$ cat config.mk
export PLATFORM = sky130hd
export DESIGN_NAME = blackjack_main
export DESIGN_NICKNAME = d
export VERILOG_FILES = /design/src/rtl/blackjack_main.sv
export SDC_FILE = /design/constraint.sdc
export NUM_CORES = 1
export LEC_CHECK = 0
export BUFFER_PORTS_ARGS = -buffer_cell sky130_fd_sc_hd__buf_2
export CAP_MARGIN = 0
export CORE_MARGIN = 3
export CORE_UTILIZATION = 61
export DETAILED_ROUTE_END_ITERATION = 16
export PLACE_DENSITY = 0.78
export SLEW_MARGIN = 10
export SYNTH_ARGS = -nofsm -noshare
export SYNTH_HDL_FRONTEND = slang
export SYNTH_SLANG_ARGS = --single-unit
$ cat constraint.sdc
create_clock -name CLOCK_50 -period 4.5 [get_ports CLOCK_50]
set_clock_uncertainty 0.1 [all_clocks]
set_input_delay 0 -clock CLOCK_50 [delete_from_list [all_inputs] [get_ports CLOCK_50]]
set_output_delay 0 -clock CLOCK_50 [all_outputs]
set_load 0.05 [all_outputs]
$ cat src/rtl/blackjack_main.sv
// Single-player Blackjack for the DE2-115: button conditioning, LFSR card source,
// shuffle/deal/player/dealer/result sequencer, seven-segment totals and outcome LEDs.
module blackjack_main #(
  parameter logic [19:0] SIM_DEBOUNCE_TIMER = 20'd1_000_000,
  parameter logic [26:0] SIM_GAME_TIMER     = 27'd50_000_000
) (
  input  logic        CLOCK_50,
  input  logic [3:0]  KEY,
  output logic [17:0] LEDR,
  output logic [6:0]  HEX0,
  output logic [6:0]  HEX1,
  output logic [6:0]  HEX4,
  output logic [6:0]  HEX5
);

  typedef enum logic [3:0] {
    SHUFFLE = 4'd0, DEAL_P1 = 4'd1, DEAL_D1 = 4'd2, DEAL_P2 = 4'd3,
    DEAL_D2 = 4'd4, PLAYER  = 4'd5, DEALER  = 4'd6, RESULT  = 4'd7
  } state_t;

  typedef struct packed {
    state_t      state;
    logic [26:0] timer;
    logic [4:0]  p_hard;
    logic        p_ace;
    logic [4:0]  d_hard;
    logic        d_ace;
    logic [3:0]  d_first;
    logic        hit_pend;
    logic        p_bust;
    logic        d_bust;
    logic        p_win;
    logic        d_win;
    logic        push;
  } game_t;

  function automatic logic [4:0] add_card(input logic [4:0] hard, input logic [3:0] val);
    logic [5:0] sum;
    sum = {1'b0, hard} + {2'b00, val};
    return (sum > 6'd31) ? 5'd31 : sum[4:0];
  endfunction

  function automatic logic [4:0] hand_total(input logic [4:0] hard, input logic ace);
    return (ace && hard <= 5'd11) ? hard + 5'd10 : hard;
  endfunction

  function automatic logic [6:0] seg7(input logic [3:0] d);
    case (d)
      4'd0: return 7'h40;
      4'd1: return 7'h79;
      4'd2: return 7'h24;
      4'd3: return 7'h30;
      4'd4: return 7'h19;
      4'd5: return 7'h12;
      4'd6: return 7'h02;
      4'd7: return 7'h78;
      4'd8: return 7'h00;
      4'd9: return 7'h10;
      default: return 7'h7F;
    endcase
  endfunction

  // Returns {tens, units} segment patterns; a zero tens digit is blanked.
  function automatic logic [13:0] show(input logic [4:0] v);
    logic [3:0] tens;
    logic [3:0] units;
    if (v >= 5'd30) begin
      tens = 4'd3; units = 4'(v - 5'd30);
    end else if (v >= 5'd20) begin
      tens = 4'd2; units = 4'(v - 5'd20);
    end else if (v >= 5'd10) begin
      tens = 4'd1; units = 4'(v - 5'd10);
    end else begin
      tens = 4'd0; units = v[3:0];
    end
    return {(tens == 4'd0) ? 7'h7F : seg7(tens), seg7(units)};
  endfunction

  logic        rst_meta;
  logic        rst;
  logic [1:0]  btn_meta;
  logic [1:0]  btn_sync;
  logic [1:0]  btn_level;
  logic [1:0]  btn_level_q;
  logic [19:0] btn_cnt [2];
  logic        hit_press;
  logic        stay_press;
  logic [15:0] lfsr;
  logic [3:0]  rank;
  logic [3:0]  card_val;
  logic        card_ok;
  game_t       g;
  game_t       g_n;
  logic [4:0]  p_total;
  logic [4:0]  d_total;
  logic [4:0]  d_shown;
  logic        p_over;
  logic        d_over;
  logic        timer_done;
  logic        unused_key;

  assign unused_key = KEY[3];

  // NOTE: sequential state always uses <= so every flop samples pre-edge values.
  always_ff @(posedge CLOCK_50) begin
    rst_meta <= ~KEY[0];
    rst      <= rst_meta;
  end

  // Index 0 = hit (KEY[1]), index 1 = stay (KEY[2]); levels idle high.
  always_ff @(posedge CLOCK_50) begin
    if (rst) begin
      btn_meta    <= 2'b11;
      btn_sync    <= 2'b11;
      btn_level   <= 2'b11;
      btn_level_q <= 2'b11;
      btn_cnt     <= '{default: '0};
    end else begin
      btn_meta    <= KEY[2:1];
      btn_sync    <= btn_meta;
      btn_level_q <= btn_level;
      for (int i = 0; i < 2; i++) begin
        if (btn_sync[i] == btn_level[i]) begin
          btn_cnt[i] <= '0;
        end else if (btn_cnt[i] == SIM_DEBOUNCE_TIMER - 20'd2) begin
          btn_level[i] <= btn_sync[i];
          btn_cnt[i]   <= '0;
        end else begin
          btn_cnt[i] <= btn_cnt[i] + 20'd1;
        end
      end
    end
  end

  assign {stay_press, hit_press} = btn_level_q & ~btn_level;

  always_ff @(posedge CLOCK_50) begin
    if (rst) lfsr <= 16'hACE1;
    else     lfsr <= {lfsr[14:0], lfsr[15] ^ lfsr[13] ^ lfsr[12] ^ lfsr[10]};
  end

  assign rank     = lfsr[3:0];
  assign card_ok  = (rank != 4'd0) && (rank <= 4'd13);
  assign card_val = (rank > 4'd10) ? 4'd10 : rank;

  assign p_total    = hand_total(g.p_hard, g.p_ace);
  assign d_total    = hand_total(g.d_hard, g.d_ace);
  assign p_over     = p_total > 5'd21;
  assign d_over     = d_total > 5'd21;
  assign timer_done = g.timer == SIM_GAME_TIMER;

  always_ff @(posedge CLOCK_50) begin
    if (rst) g <= '0;
    else     g <= g_n;
  end

  always_comb begin
    // NOTE: g_n starts as g so every path assigns every field and no latch is inferred.
    g_n = g;
    case (g.state)
      SHUFFLE, DEAL_P1, DEAL_D1, DEAL_P2, DEAL_D2: begin
        if (!timer_done) begin
          g_n.timer = g.timer + 27'd1;
        end else if (card_ok) begin
          g_n.timer = '0;
          case (g.state)
            SHUFFLE: g_n.state = DEAL_P1;
            DEAL_P1, DEAL_P2: begin
              g_n.p_hard = add_card(g.p_hard, card_val);
              g_n.p_ace  = g.p_ace | (card_val == 4'd1);
              g_n.state  = (g.state == DEAL_P1) ? DEAL_D1 : DEAL_D2;
            end
            default: begin
              g_n.d_hard = add_card(g.d_hard, card_val);
              g_n.d_ace  = g.d_ace | (card_val == 4'd1);
              if (g.state == DEAL_D1) begin
                g_n.d_first = card_val;
                g_n.state   = DEAL_P2;
              end else begin
                g_n.state = PLAYER;
              end
            end
          endcase
        end
      end
      PLAYER: begin
        if (p_over) begin
          g_n.state = RESULT;
        end else if (p_total == 5'd21) begin
          g_n.state = DEALER;
        end else if (hit_press || g.hit_pend) begin
          // A hit landing on a rejected rank waits here for the next valid draw.
          g_n.hit_pend = !card_ok;
          if (card_ok) begin
            g_n.p_hard = add_card(g.p_hard, card_val);
            g_n.p_ace  = g.p_ace | (card_val == 4'd1);
          end
        end else if (stay_press) begin
          g_n.state = DEALER;
        end
      end
      DEALER: begin
        if (!timer_done) begin
          g_n.timer = g.timer + 27'd1;
        end else if (d_total >= 5'd17) begin
          g_n.state = RESULT;
        end else if (card_ok) begin
          g_n.d_hard = add_card(g.d_hard, card_val);
          g_n.d_ace  = g.d_ace | (card_val == 4'd1);
          g_n.timer  = '0;
        end
      end
      RESULT: if (hit_press) g_n = '0;
      default: g_n = '0;
    endcase

    if (g_n.state == RESULT && g.state != RESULT) begin
      g_n.p_bust = p_over;
      g_n.d_bust = d_over;
      g_n.p_win  = !p_over && (d_over || p_total > d_total);
      g_n.d_win  = p_over || (!d_over && d_total > p_total);
      g_n.push   = !p_over && !d_over && (p_total == d_total);
    end
  end

  // The hole card stays hidden until the dealer starts playing.
  assign d_shown = (g.state == DEAL_D2 || g.state == PLAYER)
                 ? hand_total({1'b0, g.d_first}, g.d_first == 4'd1) : d_total;

  assign {HEX1, HEX0} = show(p_total);
  assign {HEX5, HEX4} = show(d_shown);
  assign LEDR = {g.state, 9'd0, g.d_bust, g.p_bust, g.push, g.d_win, g.p_win};

endmodule

==> qor.txt <==
Vias in the first global route - 5662
Register area share after synthesis - 33.2%
Largest family of logic cells by synthesized area - simple AND/OR/NAND/NOR gates
FILL cells - 871
H-tree depth - 4
Area of the mapped netlist - 7170 um2
CP Launch Point - g[19]$_SDFFE_PP0P_
Compound-Gate Fraction of Synth Area - 15.0%
First-pass DRT Iterations - 5
Initial DRC Count - 351
Tot Pwr - 2.92 mW
Layout cell share with drive strength beyond 1 - 14.9%
Hold path depth - 3
ANT cells - 0
Multiplexer share of the synthesized area - 2.57%
Crit path to - HEX0[5]
Peak VDD IR - 0.336 mV
Clk pwr share - 46.3%
Final instance area - 8030 um2
R2R setup slack - 0.79 ns
Max Fclk - 232 MHz
# rows - 38
Max-slew violations - 0
Post-synthesis adder-cell area fraction - 7.72%
# IOs - 51
Library cells used by synthesis - 77
Synthesis Warnings - 0
Die footprint - 13100 um2
Cell internal pwr - 2.08 mW
ANT nets after route - 0
DR vias/cell - 5.80
Final Hold Vio Count - 0
Initial antenna violation count - 0
Crit. path cell count - 18
Max clock buf depth - 2
Primary FF master, synth - dfxtp_1
Crit share post-route - 95.8%
Buf/Inv on CP - 5
Lkg Pwr - 3.10 nW
CTS Root Cell - clkbuf_16
Hold WC Path Type - primary input to flop
Clock transition at path regs - 0.06 ns
Async S/R FF share, synth - 0%
Final WS setup - 0.187 ns
Worst path max stage delay - 0.41 ns
Num CTS Buffers - 17
Max-cap violations - 0
# DRC - 0
Combinational Power Share - 15.8%
Largest net degree at the start of global routing - 28
Ordered list of cells on the worst path - inv_1 -> ha_1 -> nand3b_1 -> a311o_1 -> and2_1 -> inv_1 -> ha_1 -> nor2b_1 -> a21bo_2 -> o2111ai_2 -> o21ai_1 -> xnor2_2 -> inv_1 -> ha_1 -> inv_1 -> mux2i_1 -> a21oi_2 -> clkbuf_4
CP max FO - 11
Least-Margin Pin Slew - 1.05 ns
Setup violations, final - 0
Status - finished, final reports clean
CP delay by family, top - compound AO/OA/AOI/OAI gates
GRT Overall Usage - 23.2%
Starting Density - 64.1%
Setup slack at placement - 0.352 ns
#FFs+latches synth - 119
Critical Path RT - 4.40 ns
WL per Instance - 14.5 um
Synth Area in Simple Gates - 25.3%
Die Span Y - 114 um
Total congestion overflow - 0
Worst hold slack - 0.184 ns
Number of I/O port buffers - 38
Reg-to-reg startpoint - g[20]$_SDFFE_PP0P_
Setup CP Type - flop to primary output
Die X - 114 um
First-pass GRT wire length - 25100 um
Final HPWL DP - 10300 um
Core area - 11200 um2
Post-Synth XOR/XNOR Area - 9.29%
Critical Path End Type - primary output
# clock sinks - 119
Worst rel slew slack - 29.6%
Reg-to-Reg End - LEDR[0]$_SDFFE_PP0P_
Post-synth EDFFs - 0
PwrDens - 363 nW/um2
Placed cell area - 7310 um2
Crit-path slowest cell - a311o_1
Critical path arrival - 4.21 ns
Net Sw Frac - 28.8%
Crit-path most repeated cell - inv_1
Final worst path period need - 4.31 ns
Routability Congestion - 0.906
Worst-Skew Late Latency - 0.42 ns
Layout Area Growth over Synthesis - 12.0%
Sequential share of power - 37.8%
Synth Area per Inst - 8.41 um2
R2R depth - 11
Via count - 5936
P_sw - 0.841 mW
Setup crit start kind - flop
Syn Inst Count - 852
Total length of routed wires - 14800 um
CTS tree - done
Nets - 919
-- how the worst min path moves through the flow --
stage            from          endpoint  slack, ns
6_report       KEY[0]  rst_meta$_DFF_P_       0.18
4_1_cts        KEY[0]  rst_meta$_DFF_P_       0.18
5_1_grt        KEY[0]  rst_meta$_DFF_P_       0.20
2_1_floorplan  KEY[0]  rst_meta$_DFF_P_      -0.04
3_5_place_dp   KEY[0]  rst_meta$_DFF_P_       0.08
3_3_place_gp   KEY[0]  rst_meta$_DFF_P_       0.07
-- state kept, by name, summed over array words and instances (netlist names) --
| name | cells |
|---|---|
| btn_sync | 2 |
| rst_meta | 1 |
| btn_cnt | 40 |
| btn_meta | 2 |
| lfsr | 16 |
| LEDR | 9 |
| btn_level_q | 2 |
| rst | 1 |
| btn_level | 2 |
| g | 44 |
-- cell usage after synthesis, types with 13 or more instances --
library cell	instances	area, um2
dfxtp_1	119	2380
nor2_1	105	394
xor2_1	53	464
nand2_1	45	169
ha_1	41	513
inv_1	40	150
nand3_1	38	190
a21oi_1	37	185
clkbuf_1	25	93.8
nor2b_1	25	156
buf_4	24	180
xnor2_1	23	201
or2_2	17	106
nor3_1	16	80.1
o21ai_0	16	80.1
mux2i_1	15	150
nand4_1	14	87.6
nand2b_1	13	81.3
-- cells by family after synthesis --
group / after synthesis
compound gates: 148
xor+xnor: 76
fa+ha+maj: 43
buf+inv: 100
flops: 119
mux: 18
other cells: 2
simple gates: 346
-- routing by layer --
layer  track usage, %  up-vias  share of wire, %
met1             28.9     2752                45
met3             5.71       20               5.5
met5                0        -                 0
met2             38.1      187                48
met4             9.90        0               1.4
li1                 -     2977                 -
-- timing repair --
item / in CTS / in global routing
gates resized for setup: 3 / 11
pin swaps: 0 / 2
hold buffers: 3 / 0
endpoints found under the setup margin: 9 / 14
hold endpoints to repair: 3 / 0
buffers inserted: 0 / 3
-- metrics by stage --
step | util [%] | setup TNS (ns) | instances
2_1_floorplan | - | -0.0816 | 862
3_3_place_gp | 65.4 | 0 | 986
3_5_place_dp | 65.4 | 0 | 986
4_1_cts | 71.2 | 0 | 1020
5_1_grt | 71.9 | -0.0284 | 1023
6_report | 71.9 | 0 | 1023
-- power by group through the flow --
stage / clock, mW / sequential (mW) / combinational (mW)
finish: 1.35 / 1.10 / 0.462
detailed placement: 0 / 1.13 / 0.439
CTS: 1.37 / 1.10 / 0.446
global route: 1.42 / 1.11 / 0.500
global placement: 0 / 1.12 / 0.424
floorplan: 0 / 1.11 / 0.380
-- placed cells by master, fill, tap and decap left out, types with 21 or more instances in the layout --
| master | netlist | layout |
|---|---|---|
| nand2_1 | 45 | 45 |
| xor2_1 | 53 | 53 |
| buf_2 | 10 | 36 |
| nor2b_1 | 25 | 25 |
| xnor2_1 | 23 | 21 |
| a21oi_1 | 37 | 29 |
| nand3_1 | 38 | 38 |
| ha_1 | 41 | 41 |
| inv_1 | 40 | 40 |
| nor2_1 | 105 | 105 |
| dfxtp_1 | 119 | 116 |
-- worst min-delay path, stage by stage --
cell and delay (ns):
dlygate4sd3_1 0.52, buf_2 0.09, inv_1 0.04
-- layout make-up --
| class | count | area (um2) | area share [%] |
|---|---|---|---|
| multi-input cells | 643 | 4410 | 55.0 |
| flip-flops and latches | 119 | 2390 | 29.7 |
| clock buffers | 19 | 453 | 5.64 |
| repair buffers | 50 | 305 | 3.80 |
| well taps | 140 | 175 | 2.18 |
| inverters | 40 | 150 | 1.87 |
| clock inverters | 12 | 143 | 1.78 |
Note: power is estimated with default switching activity, not from simulation.
